## config.mk

```make
export PLATFORM = sky130hd
export DESIGN_NAME = nor_bist_flat
export DESIGN_NICKNAME = d
export VERILOG_FILES = /design/src/rtl/nor_bist_if.sv /design/src/rtl/nor_bist.sv /design/src/flat_wrapper.sv
export SDC_FILE = /design/constraint.sdc
export NUM_CORES = 1
export LEC_CHECK = 0
export CAP_MARGIN = 15
export CORE_UTILIZATION = 50
export CTS_BUF_LIST = sky130_fd_sc_hd__clkbuf_4 sky130_fd_sc_hd__clkbuf_8 sky130_fd_sc_hd__clkbuf_16
export CTS_CLUSTER_SIZE = 20
export DETAILED_ROUTE_END_ITERATION = 8
export GPL_TIMING_DRIVEN = 0
export MAX_ROUTING_LAYER = met4
export PLACE_DENSITY = 0.82
export SLEW_MARGIN = 30
export SYNTH_ARGS = -nofsm -noshare
export SYNTH_HDL_FRONTEND = slang
export SYNTH_SLANG_ARGS = --single-unit
```

## constraint.sdc

```tcl
create_clock -name clk -period 2.53 [get_ports clk]
set_clock_uncertainty 0.1 [all_clocks]
set_input_delay 0.759 -clock clk [delete_from_list [all_inputs] [get_ports clk]]
set_output_delay 0.759 -clock clk [all_outputs]
set_load 0.03 [all_outputs]
```

## src/rtl/nor_bist_if.sv

```systemverilog
// nor_bist_if: operand/result and status bundle between nor_bist and its unit under test.
interface nor_bist_if #(parameter int WIDTH = 4);
    logic             start;
    logic [WIDTH-1:0] a;
    logic [WIDTH-1:0] b;
    logic [WIDTH-1:0] result;
    logic             busy;
    logic             done;
    logic             pass;
    logic [15:0]      err_count;
    logic [WIDTH-1:0] fail_a;
    logic [WIDTH-1:0] fail_b;
    modport master (input start, result, output a, b, busy, done, pass, err_count, fail_a, fail_b);
    modport slave (output start, result, input a, b, busy, done, pass, err_count, fail_a, fail_b);
endinterface

```

## src/rtl/nor_bist.sv

```systemverilog
// nor_bist: exhaustive NOR checker for a WIDTH-bit logic unit; define NOR_BIST_FIRST_FAIL_EN
// to build registers that capture the first mismatching operand pair.
module nor_bist #(
    parameter int WIDTH = 4,
    parameter int LAT   = 1
) (
    input logic        clk,
    input logic        rst_n,
    nor_bist_if.master bus
);
    typedef enum logic [2:0] {IDLE, DRIVE, WAIT, CHECK, DONE} state_t;
    state_t                 state_q, state_d;
    logic [2*WIDTH-1:0]     cnt_q, cnt_d;
    logic [2:0]             wt_q, wt_d;
    logic [WIDTH-1:0]       a_q, a_d, b_q, b_d;
    logic [15:0]            err_q, err_d;
    logic                   go, mis, done;
    assign go   = (state_q == IDLE || state_q == DONE) && bus.start;
    assign mis  = bus.result != ~(a_q | b_q);
    assign done = state_q == DONE;
    always_ff @(posedge clk or negedge rst_n) begin
        if (!rst_n) begin
            state_q <= IDLE;
            cnt_q   <= '0;
            wt_q    <= '0;
            a_q     <= '0;
            b_q     <= '0;
            err_q   <= '0;
        end else begin
            state_q <= state_d;
            cnt_q   <= cnt_d;
            wt_q    <= wt_d;
            a_q     <= a_d;
            b_q     <= b_d;
            err_q   <= err_d;
        end
    end
    always_comb begin
        state_d = state_q;
        cnt_d   = cnt_q;
        wt_d    = wt_q;
        a_d     = a_q;
        b_d     = b_q;
        err_d   = err_q;
        case (state_q)
            IDLE, DONE: if (go) begin
                state_d = DRIVE;
                cnt_d   = '0;
                err_d   = '0;
            end
            DRIVE: begin
                {a_d, b_d} = cnt_q;
                wt_d       = '0;
                state_d    = (LAT == 0) ? CHECK : WAIT;
            end
            WAIT: begin
                wt_d    = wt_q + 3'd1;
                state_d = (wt_q == 3'(LAT - 1)) ? CHECK : WAIT;
            end
            CHECK: begin
                err_d   = (mis && err_q != 16'hFFFF) ? err_q + 16'd1 : err_q;
                cnt_d   = cnt_q + (2*WIDTH)'(1);
                state_d = (&cnt_q) ? DONE : DRIVE;
            end
            default: state_d = IDLE;
        endcase
    end
    assign bus.a         = a_q;
    assign bus.b         = b_q;
    assign bus.busy      = state_q == DRIVE || state_q == WAIT || state_q == CHECK;
    assign bus.done      = done;
    assign bus.pass      = done && err_q == '0;
    assign bus.err_count = err_q;
`ifdef NOR_BIST_FIRST_FAIL_EN
    logic [WIDTH-1:0] fa_q, fb_q;
    // err_q never returns to zero within a run, so zero marks the first mismatch
    always_ff @(posedge clk or negedge rst_n) begin
        if (!rst_n) begin
            fa_q <= '0;
            fb_q <= '0;
        end else if (go) begin
            fa_q <= '0;
            fb_q <= '0;
        end else if (state_q == CHECK && mis && err_q == '0) begin
            fa_q <= a_q;
            fb_q <= b_q;
        end
    end
    assign bus.fail_a = fa_q;
    assign bus.fail_b = fb_q;
`else
    assign bus.fail_a = '0;
    assign bus.fail_b = '0;
`endif
endmodule
```

## src/flat_wrapper.sv

```systemverilog
// flat-port wrapper written by rule: the top's interface ports become plain ports
module nor_bist_flat 
#(
    parameter int WIDTH = 4,
    parameter int LAT   = 1
)
  (clk, rst_n, bus_start, bus_result, bus_a, bus_b, bus_busy, bus_done, bus_pass, bus_err_count, bus_fail_a, bus_fail_b);
  nor_bist_if #(.WIDTH(WIDTH)) bus_i ();
  input logic clk;
  input logic rst_n;
  input wire logic [$bits(bus_i.start)-1:0] bus_start;
  input wire logic [$bits(bus_i.result)-1:0] bus_result;
  output wire logic [$bits(bus_i.a)-1:0] bus_a;
  output wire logic [$bits(bus_i.b)-1:0] bus_b;
  output wire logic [$bits(bus_i.busy)-1:0] bus_busy;
  output wire logic [$bits(bus_i.done)-1:0] bus_done;
  output wire logic [$bits(bus_i.pass)-1:0] bus_pass;
  output wire logic [$bits(bus_i.err_count)-1:0] bus_err_count;
  output wire logic [$bits(bus_i.fail_a)-1:0] bus_fail_a;
  output wire logic [$bits(bus_i.fail_b)-1:0] bus_fail_b;
  assign bus_i.start = bus_start;
  assign bus_i.result = bus_result;
  assign bus_a = bus_i.a;
  assign bus_b = bus_i.b;
  assign bus_busy = bus_i.busy;
  assign bus_done = bus_i.done;
  assign bus_pass = bus_i.pass;
  assign bus_err_count = bus_i.err_count;
  assign bus_fail_a = bus_i.fail_a;
  assign bus_fail_b = bus_i.fail_b;
  nor_bist #(.WIDTH(WIDTH), .LAT(LAT)) u_core (.clk(clk), .rst_n(rst_n), .bus(bus_i));
endmodule
```

==> metrics.txt <==
commonest non-fill, non-tap cell in the layout dfrtp_1; starting density of the core 53.21%; Worst Setup End Kind output port; Critical Path RT 1.67 ns; peak supply drop 0.0006855 V; critical path startpoint category flip-flop; Setup crit start u_core.bus.err_count[7]; maximum fanout along the worst path 7; WP data arrival 1.66 ns; RR Startpoint u_core.bus.err_count[1]; TritonCTS clock tree done; WL final 4.998 mm; WL/cell 14.96 microns; clk sinks 38; Synth-to-Final Area Change 26.06%; pin count of the biggest net entering global routing 21; post-synth top area cell dfrtp_1; placed instance area 0.002649 sq mm; min Tclk post-route 2.518 ns; final setup vio count 0; Post-Synth Adder-Cell Area 2.857%; vias in the first global route 1750; Rel. slew slack 56.44%; vias per cell ~6; largest family of logic cells by synthesized area simple AND/OR/NAND/NOR gates; Synth top area share 43.43%; Post-synth EDFFs 0; sequential area share after synthesis 43.43%; core footprint between 0.004 and 0.005 sq mm; Synth Area in Simple Gates 23.71%; post-synthesis instance area 0.002190 sq mm; fin crit share 99.54%; Leak 1.223 nW; Final GP Congestion approximately 0.85; Worst-path clk slew 0.07 ns; First-pass DRT Iterations 4; max-slew violation count 0; placement row count 23; fin area 0.002760 sq mm; die height 68.18 microns; post-synthesis mux area share 5.029%; Diodes inserted 0; via count 1962; initial antenna violation count 0; commonest non-fill, non-tap cells in the layout dfrtp_1 (34), clkdlybuf4s50_1 (29), o21ai_0 (22), nand2_1 (21); post-synth cell types 47; final hold vios 0; PD cells 1052 mW/mm^2; Syn Inst Count 236; outcome complete, no violations; Final ANT Viol Nets 0; first-pass GRT wire length 8.418 mm; HPWL after DPL 3.633 mm; I/O pin cnt 42; IO buf count 33; die area 0.004648 sq mm; CP Class flip-flop to output port; Synth Flop Type dfrtp_1; async set-reset flop share out of synthesis 100.0%; global route total overflow 0; Area contributors post-synth dfrtp_1 (43%), o21ai_0 (5.0%), mux2_2 (4.1%); Min-Delay Path Class input pin to async pin; Slew @ Worst Pin roughly 0.65 ns; RSZ-0062 raised after global routing yes; root cell of the clock tree clkbuf_8; gr usage total 25.30%; cts hold-fix bufs 0; Nets 296; clock buffer count from CTS 5; Mean Syn Cell Area around 9 sq um; DR iter-0 viols 229; Yosys reg bits 38; f_max 0.3971 GHz; share of cells above drive strength 1 19.37%; H-Tree Level Count 2; die width 68.18 microns; end-of-flow core utilization 67.07%; Ys Warns 0; Synth Area in XOR/XNOR 0.4000%; Residual DRC 0; Longest Clk Path Bufs 2; worst skew pair latency 0.29 ns; maxcap violations 0; Compound-Gate Fraction of Synth Area 16.74%
==> stage by stage <==
| step | std cells | hold slack [ns] | setup TNS [ns] | worst slack (ns) | power [W] |
|---|---|---|---|---|---|
| floorplan | 243 | 0.3621 | 0 | 0.02437 | 0.001946 |
| global placement | 326 | 0.3932 | -14.00 | -0.4666 | 0.002381 |
| detailed placement | 327 | 0.3962 | -1.679 | -0.4224 | 0.002432 |
| CTS | 333 | 0.3347 | -0.01063 | -0.01063 | 0.002856 |
| global route | 334 | 0.3485 | -0.05327 | -0.05327 | 0.003105 |
| finish | 334 | 0.3198 | 0 | 0.01171 | 0.002902 |
==> what timing repair did <==
item,4_1_cts,5_1_grt
gates cloned,0,0
setup endpoints to repair,3,3
pin swaps,2,1
resized for setup,12,9
setup buffers,0,2
==> routing by layer <==
layer	global-route usage, %	vias to the layer above	part of all wire [%]
li1	-	954	-
met1	36.01	927	47
met2	36.64	74	46
met3	3.500	7	6.1
met4	8.854	0	1.5
met5	-	-	0
==> worst max-delay path, cell delays in order (launching register included) <==
cell and delay, ns:
dfrtp_2 0.45, or4_4 0.56, nor4_4 0.15, buf_4 0.20
==> kinds of logic after synthesis <==
group / Yosys count
simple gates: 91
flops: 38
compound gates: 59
other cells: 1
buf+inv: 31
mux: 10
fa+ha+maj: 5
xor+xnor: 1
==> registers in the layout, summed over array words and instances (netlist names) <==
name and flops:
u_core.bus.err_count 16, u_core.cnt_q 8, u_core.bus.a 4, u_core.bus.b 4, u_core.state_q 3, u_core.wt_q 3
==> synthesized netlist by cell type (4+ instances only) <==
library cell / count
clkbuf_1: 5
and3_1: 7
ha_1: 5
o22ai_1: 4
a21oi_1: 6
o21ai_0: 22
or3_1: 8
a31oi_1: 9
nor2_1: 11
nand4_1: 6
buf_4: 9
inv_1: 13
dfrtp_1: 38
o211ai_1: 5
nand2_1: 22
mux2_2: 8
nand3_1: 13
==> path summary, 6_finish.rpt <==
check	slack [ns]	end	cells past startpoint
min in group clk	0.41	u_core.cnt_q[7]	1
max in group asynchronous	1.55	u_core.bus.err_count[4]	2
max	0.01	bus_pass	3
max reg2reg	0.34	u_core.bus.err_count[14]	6
min	0.32	u_core.bus.err_count[8]	1
min reg2reg	0.41	u_core.cnt_q[7]	1
==> cell type report <==
class                           instances  area [sq um]
Fill cell                             348          1355
Multi-Input combinational cell        174          1140
Sequential cell                        38         955.9
Timing Repair Buffer                   36         360.3
Buffer                                 16         113.9
Clock buffer                            5         68.82
Tap cell                               50         62.56
Inverter                               13         48.80
Clock inverter                          2         10.01
==> power breakdown <==
part           total, W  leakage (nW)  switching, W  internal [W]
Sequential      0.00102         0.507      0.000243      0.000779
Clock          0.000391        0.0438      0.000206      0.000185
Combinational   0.00149         0.672      0.000858      0.000632
Total           0.00290          1.22       0.00131       0.00160
Power figures use the tool's default switching activity.
